**src/rtl/mem_access_ctrl_if.sv**
```systemverilog
// Request/response bundle between the cache/CPU side and the memory access controller.
// The requester drives master; the controller sits on slave.
interface mem_access_ctrl_if #(
    parameter int ADDR_WIDTH = 17,
    parameter int LEN        = 32
);
    logic                  req_valid;
    logic                  req_ready;
    logic                  req_we;
    logic                  req_inst;
    logic [1:0]            req_size;
    logic                  req_sign;
    logic [ADDR_WIDTH-1:0] req_addr;
    logic [LEN-1:0]        req_wdata;
    logic                  resp_valid;
    logic [LEN-1:0]        resp_rdata;

    modport master (
        output req_valid, req_we, req_inst, req_size,
        output req_sign, req_addr, req_wdata,
        input  req_ready, resp_valid, resp_rdata
    );

    modport slave (
        input  req_valid, req_we, req_inst, req_size,
        input  req_sign, req_addr, req_wdata,
        output req_ready, resp_valid, resp_rdata
    );
endinterface

```
**src/rtl/mem_access_ctrl.sv**
```systemverilog
// Serialises byte/half/word loads and stores into little-endian byte accesses
// on the byte-wide main-memory bus and returns a one-cycle response pulse.
module mem_access_ctrl #(
    parameter int ADDR_WIDTH = 17,
    parameter int LEN        = 32,
    parameter int BYTE_SIZE  = 8
) (
    input  logic                  clk,
    input  logic                  rst_n,
    mem_access_ctrl_if.slave      req,
    output logic [ADDR_WIDTH-1:0] mem_vis_addr,
    output logic [1:0]            mem_vis_signal,
    output logic [BYTE_SIZE-1:0]  writen_data,
    input  logic [BYTE_SIZE-1:0]  mem_data
);
    localparam logic [1:0] MEM_IDLE      = 2'b00;
    localparam logic [1:0] MEM_READ_INST = 2'b01;
    localparam logic [1:0] MEM_READ_DATA = 2'b10;
    localparam logic [1:0] MEM_WRITE     = 2'b11;

    localparam int NB = LEN / BYTE_SIZE;
    localparam int CW = (NB > 1) ? $clog2(NB) : 1;

    typedef enum logic [1:0] {
        S_IDLE,
        S_ACCESS,
        S_DONE
    } state_e;

    state_e state_q, state_d;

    logic [ADDR_WIDTH-1:0] addr_q, addr_d;
    logic [CW-1:0]         k_q, k_d;
    logic [CW-1:0]         last_q, last_d;
    logic [CW-1:0]         k_nx;
    logic                  we_q, we_d;
    logic                  sign_q, sign_d;
    logic [1:0]            size_q, size_d;
    logic [LEN-1:0]        wdata_q, wdata_d;
    logic [LEN-1:0]        buf_q, buf_d;
    logic [LEN-1:0]        asm_v;
    logic [BYTE_SIZE-1:0]  wbyte;
    logic [ADDR_WIDTH-1:0] vis_addr_d;
    logic [1:0]            sig_d;
    logic [BYTE_SIZE-1:0]  wr_d;
    logic                  rv_q, rv_d;
    logic [LEN-1:0]        rd_q, rd_d;

    function automatic logic [LEN-1:0] extend(
        input logic [LEN-1:0] v,
        input logic [1:0]     sz,
        input logic           sx
    );
        logic [LEN-1:0] r;
        r = v;
        unique case (sz)
            2'd0: r = {{(LEN-BYTE_SIZE){sx & v[BYTE_SIZE-1]}},
                       v[BYTE_SIZE-1:0]};
            2'd1: r = {{(LEN-2*BYTE_SIZE){sx & v[2*BYTE_SIZE-1]}},
                       v[2*BYTE_SIZE-1:0]};
            default: r = v;
        endcase
        return r;
    endfunction

    always_ff @(posedge clk or negedge rst_n) begin
        if (!rst_n) state_q <= S_IDLE;
        else        state_q <= state_d;
    end

    always_comb begin
        state_d = state_q;
        unique case (state_q)
            S_IDLE:   if (req.req_valid) state_d = S_ACCESS;
            S_ACCESS: if (k_q == last_q) state_d = S_DONE;
            S_DONE:   state_d = S_IDLE;
            default:  state_d = S_IDLE;
        endcase
    end

    assign k_nx = k_q + 1'b1;

    always_comb begin
        addr_d     = addr_q;
        k_d        = k_q;
        last_d     = last_q;
        we_d       = we_q;
        sign_d     = sign_q;
        size_d     = size_q;
        wdata_d    = wdata_q;
        buf_d      = buf_q;
        vis_addr_d = mem_vis_addr;
        sig_d      = MEM_IDLE;
        wr_d       = writen_data;
        rv_d       = 1'b0;
        rd_d       = rd_q;
        wbyte      = '0;
        asm_v      = buf_q;
        for (int i = 0; i < NB; i++) begin
            if (CW'(i) == k_nx) wbyte = wdata_q[i*BYTE_SIZE +: BYTE_SIZE];
            if (CW'(i) == k_q)  asm_v[i*BYTE_SIZE +: BYTE_SIZE] = mem_data;
        end
        unique case (state_q)
            S_IDLE: begin
                if (req.req_valid) begin
                    addr_d     = req.req_addr;
                    k_d        = '0;
                    we_d       = req.req_we;
                    sign_d     = req.req_sign;
                    size_d     = req.req_size;
                    wdata_d    = req.req_wdata;
                    buf_d      = '0;
                    vis_addr_d = req.req_addr;
                    unique case (req.req_size)
                        2'd0:    last_d = '0;
                        2'd1:    last_d = CW'(1);
                        default: last_d = CW'(NB - 1);
                    endcase
                    if (req.req_we) begin
                        sig_d = MEM_WRITE;
                        wr_d  = req.req_wdata[BYTE_SIZE-1:0];
                    end else begin
                        sig_d = req.req_inst ? MEM_READ_INST : MEM_READ_DATA;
                    end
                end
            end
            S_ACCESS: begin
                if (!we_q) buf_d = asm_v;
                if (k_q == last_q) begin
                    rv_d = 1'b1;
                    // the final byte arrives this cycle, so extend the merged view
                    if (!we_q) rd_d = extend(asm_v, size_q, sign_q);
                end else begin
                    k_d        = k_nx;
                    vis_addr_d = addr_q + ADDR_WIDTH'(k_nx);
                    sig_d      = mem_vis_signal;
                    if (we_q) wr_d = wbyte;
                end
            end
            S_DONE: begin
            end
            default: begin
            end
        endcase
    end

    always_ff @(posedge clk or negedge rst_n) begin
        if (!rst_n) begin
            addr_q         <= '0;
            k_q            <= '0;
            last_q         <= '0;
            we_q           <= 1'b0;
            sign_q         <= 1'b0;
            size_q         <= '0;
            wdata_q        <= '0;
            buf_q          <= '0;
            mem_vis_addr   <= '0;
            mem_vis_signal <= MEM_IDLE;
            writen_data    <= '0;
            rv_q           <= 1'b0;
            rd_q           <= '0;
        end else begin
            addr_q         <= addr_d;
            k_q            <= k_d;
            last_q         <= last_d;
            we_q           <= we_d;
            sign_q         <= sign_d;
            size_q         <= size_d;
            wdata_q        <= wdata_d;
            buf_q          <= buf_d;
            mem_vis_addr   <= vis_addr_d;
            mem_vis_signal <= sig_d;
            writen_data    <= wr_d;
            rv_q           <= rv_d;
            rd_q           <= rd_d;
        end
    end

    assign req.req_ready  = (state_q == S_IDLE);
    assign req.resp_valid = rv_q;
    assign req.resp_rdata = rd_q;
endmodule

```
**src/flat_wrapper.sv**
```systemverilog
// flat-port wrapper written by rule: the top's interface ports become plain ports
module mem_access_ctrl_flat 
#(
    parameter int ADDR_WIDTH = 17,
    parameter int LEN        = 32,
    parameter int BYTE_SIZE  = 8
)
  (clk, rst_n, mem_vis_addr, mem_vis_signal, writen_data, mem_data, req_req_valid, req_req_we, req_req_inst, req_req_size, req_req_sign, req_req_addr, req_req_wdata, req_req_ready, req_resp_valid, req_resp_rdata);
  mem_access_ctrl_if #(.ADDR_WIDTH(ADDR_WIDTH), .LEN(LEN)) req_i ();
  input  logic clk;
  input  logic rst_n;
  output logic [ADDR_WIDTH-1:0] mem_vis_addr;
  output logic [1:0] mem_vis_signal;
  output logic [BYTE_SIZE-1:0] writen_data;
  input  logic [BYTE_SIZE-1:0] mem_data;
  input wire logic [$bits(req_i.req_valid)-1:0] req_req_valid;
  input wire logic [$bits(req_i.req_we)-1:0] req_req_we;
  input wire logic [$bits(req_i.req_inst)-1:0] req_req_inst;
  input wire logic [$bits(req_i.req_size)-1:0] req_req_size;
  input wire logic [$bits(req_i.req_sign)-1:0] req_req_sign;
  input wire logic [$bits(req_i.req_addr)-1:0] req_req_addr;
  input wire logic [$bits(req_i.req_wdata)-1:0] req_req_wdata;
  output wire logic [$bits(req_i.req_ready)-1:0] req_req_ready;
  output wire logic [$bits(req_i.resp_valid)-1:0] req_resp_valid;
  output wire logic [$bits(req_i.resp_rdata)-1:0] req_resp_rdata;
  assign req_i.req_valid = req_req_valid;
  assign req_i.req_we = req_req_we;
  assign req_i.req_inst = req_req_inst;
  assign req_i.req_size = req_req_size;
  assign req_i.req_sign = req_req_sign;
  assign req_i.req_addr = req_req_addr;
  assign req_i.req_wdata = req_req_wdata;
  assign req_req_ready = req_i.req_ready;
  assign req_resp_valid = req_i.resp_valid;
  assign req_resp_rdata = req_i.resp_rdata;
  mem_access_ctrl #(.ADDR_WIDTH(ADDR_WIDTH), .LEN(LEN), .BYTE_SIZE(BYTE_SIZE)) u_core (.clk(clk), .rst_n(rst_n), .req(req_i), .mem_vis_addr(mem_vis_addr), .mem_vis_signal(mem_vis_signal), .writen_data(writen_data), .mem_data(mem_data));
endmodule
```
**config.mk**
```make
export PLATFORM = sky130hd
export DESIGN_NAME = mem_access_ctrl_flat
export DESIGN_NICKNAME = d
export VERILOG_FILES = /design/src/rtl/mem_access_ctrl_if.sv /design/src/rtl/mem_access_ctrl.sv /design/src/flat_wrapper.sv
export SDC_FILE = /design/constraint.sdc
export NUM_CORES = 1
export LEC_CHECK = 0
export CORE_MARGIN = 2
export CORE_UTILIZATION = 53
export CTS_CLUSTER_DIAMETER = 200
export DETAILED_ROUTE_END_ITERATION = 10
export PLACE_DENSITY = 0.81
export SYNTH_ARGS = -nofsm -noshare
export SYNTH_HDL_FRONTEND = slang
export SYNTH_SLANG_ARGS = --single-unit
```
**constraint.sdc**
```tcl
create_clock -name clk -period 2.7 [get_ports clk]
set_input_delay 0.405 -clock clk [delete_from_list [all_inputs] [get_ports clk]]
set_output_delay 0.405 -clock clk [all_outputs]
set_load 0.005 [all_outputs]
```
==> impl_results.md <==
* CTS resizes at 0
* Register area share after synthesis at 0.548
* Mapped Nets at around 800
* P_int at 7.09 mW
* Via Count at ~5,800
* Clock share of power at 0.221
* EDFF count, synth at 0
* Relative slew slack at 0.363
* GRT Total Usage at 0.271
* Hold Vio Cnt, Final at 19
* Status: finished, violations left
* CP startpoint: u_core.k_q[0]$_DFFE_PN0P_
* Avg Inst Size Synth at ~9.5 um^2
* Clock root cell: clkbuf_16
* Die ar. at 13,900 um^2
* First-pass GRT wire length at 30.0 mm
* CTS Hold Bufs at 0
* Ys async rst share at 1.00
* Netlist Area Pre-Place at 6900 um^2
* Grt ovf at 0
* RePlAce Congestion at ~0.87
* Synth warn at 0
* Initial core utilization at 0.545
* Max Cap Violations at 0
* Final Max Slew Viols at 0
* Avg Vias per Cell at around 5.7
* Routed WL at 18.3 mm
* Placed insts at slightly below 1,000
* Core area at around 13,000 um^2
* Share of layout cells above drive strength 1 at 0.0937
* Mapped Cells at slightly above 700
* Max clock buf depth at 2
* Ant diodes at 0
* Seq. cell area at 3780 um^2
* Detailed Place HPWL at between 10 and 15 mm
* Tightest Hold Check Type: in2async
* FMAX at 418 MHz
* Cell area power density at 1270 nW/um^2
* H-tree depth at 4
* Vias in the first global route at 5,978
* CTS tree: built
* Chip Width at 118 um
* Area Overhead vs Synth at 29.5%
* Area occupied by multi-input gates at between 2000 and 3000 um^2
* Final period utilization at 0.885
* Crit end category: register
* Io pins at around 130
* Critical Path RT at 2980 ps
* FILL cells at 943
* WL per Instance at between 15 and 20 um
* Flop pwr share at 0.357
* Yosys cell types at 46
* Pleak at 4.02 nW
* Reg-to-Reg Start: u_core.k_q[0]$_DFFE_PN0P_
* Clk sink count at about 150
* Hold slack at -23.4 ps
* Layout Nets at approximately 900
* Final setup TNS at 0 ps
* Post-Route Utilization at 0.705
* Crit Path Class: reg2reg
* Largest net degree at the start of global routing at between 60 and 70
* Comb pwr share at 0.422
* Tmin final at 2390 ps
* Worst-Margin Slew at 955 ps
* Clk_lat worst skew at 430 ps
* Routed Antenna Nets at 0
* Switch share at 0.375
* Non-filler cells, final at 1,026
* Synthesis-stage register bit count at 151
* Drc violations at 0
* Initial antenna violation count at 0
* FP Rows at between 40 and 50
* Crit start category: register
* DR pass1 iterations at 5
* Final setup fails at 0
* RSZ-0062 raised after global routing: no
* Total CTS buffers at 17
* Worst IR Drop VDD at 774 uV
* Sw Pwr at roughly 4.2 mW
* Iteration-0 DRC Markers at between 400 and 500
* Crit-path max FO at 7
* Final Skew at slightly above 8 ps
* Critical Path AT at ~2700 ps
* Die height at ~120 um
* Port bufs at approximately 130
* Post-CTS Setup Bufs at 0
* Failing checks: hold timing
* Top FF cell, synth: dfrtp_1
* Worst-path clk slew at 60 ps
==> final timing paths <==
check | slack, ps | end | cells after the start
min in group clk | 480 | u_core.wdata_q[2]$_DFFE_PN0P_ | 2
max in group asynchronous | 2020 | u_core.buf_q[19]$_DFFE_PN0P_ | 2
worst max register to register | 310 | u_core.mem_vis_addr[13]$_DFFE_PN0P_ | 8
worst min-delay path | -20 | u_core.addr_q[0]$_DFFE_PN0P_ | 1
worst max-delay path | 310 | u_core.mem_vis_addr[13]$_DFFE_PN0P_ | 8
worst min register to register | 480 | u_core.wdata_q[2]$_DFFE_PN0P_ | 2
==> power groups by stage <==
stage / Combinational, mW / Sequential (mW) / Clock, mW
after global placement: 4.54 / 4.00 / 0
final: 4.78 / 4.05 / 2.51
after floorplan: 2.88 / 3.92 / 0
after CTS: 4.79 / 4.04 / 2.52
after global routing: 5.24 / 4.17 / 2.62
after detailed placement: 4.74 / 4.05 / 0
==> registers in the layout, indices dropped and copies added (netlist names) <==
signal                 count
u_core.addr_q             17
u_core.buf_q              32
u_core.k_q                 2
u_core.last_q              2
u_core.mem_vis_addr       17
u_core.mem_vis_signal      2
u_core.req.resp_rdata     32
u_core.req.resp_valid      1
u_core.sign_q              1
u_core.size_q              2
u_core.state_q             2
u_core.wdata_q            32
u_core.we_q                1
u_core.writen_data         8
==> area by class of cell <==
class	instances	area share
clock buffers	19	0.0496
clock inverters	13	0.0200
inverters	6	0.00266
multi-input cells	522	0.323
flip-flops and latches	151	0.423
well taps	172	0.0241
repair buffers	143	0.158
==> layer usage <==
| metal | track usage | vias to the layer above | part of all wire |
|---|---|---|---|
| met5 | 0 | - | 0 |
| met4 | 0.118 | 0 | 0.026 |
| met3 | 0.0732 | 41 | 0.080 |
| met2 | 0.433 | 260 | 0.48 |
| met1 | 0.348 | 2848 | 0.42 |
| li1 | - | 2664 | - |
==> cell usage in the layout, fill, tap and decap left out, types with 9 or more instances in the layout <==
master           netlist  layout
nand3_1                9       9
dfrtp_1              151     151
a22o_1                13      13
clkdlybuf4s50_1        0     124
a21oi_1               38      38
mux2i_1               18      18
nand2_1              226     225
mux2_2                14      14
nor2_1                37      37
nor2b_1               12      12
clkbuf_16              0      17
o21ai_0               56      56
buf_4                  4      16
o211ai_1              11      11
==> synth_stat cells, drive strengths merged (9+ instances only) <==
master	n	area share
nand2	226	0.12
dfrtp	151	0.55
o21ai	63	0.046
nor2	41	0.025
a21oi	38	0.028
buf	24	0.020
clkbuf	21	0.011
mux2i	18	0.026
mux2	15	0.025
a22o	13	0.017
nor2b	12	0.011
o211ai	11	0.012
nand3	10	0.0080
xor2	10	0.015
o21a	9	0.011
==> kinds of logic after synthesis <==
group | after synthesis | synth area share
xor+xnor | 15 | 0.0212
buf+inv | 51 | 0.0354
compound gates | 156 | 0.139
mux | 33 | 0.0511
flops | 151 | 0.548
simple gates | 310 | 0.191
fa+ha+maj | 8 | 0.0156
==> critical path, cell delays in order (launching register included) <==
cell and delay [ps]:
dfrtp_1 500, inv_1 130, ha_1 360, ha_1 310
a21oi_1 440, nor4_4 110, nand3_1 130, xor2_1 160
o211ai_1 100
==> stage by stage <==
stage	setup slack, ps	hold WS, ps	cell area, um^2	power (mW)
floorplan	599	109	6900	6.80
global placement	467	446	8310	8.55
detailed placement	327	461	8310	8.79
CTS	335	4.30	8930	11.3
global route	172	29.2	8930	12.0
finish	310	-23.4	8930	11.3
(Power assumes the default switching activity.)
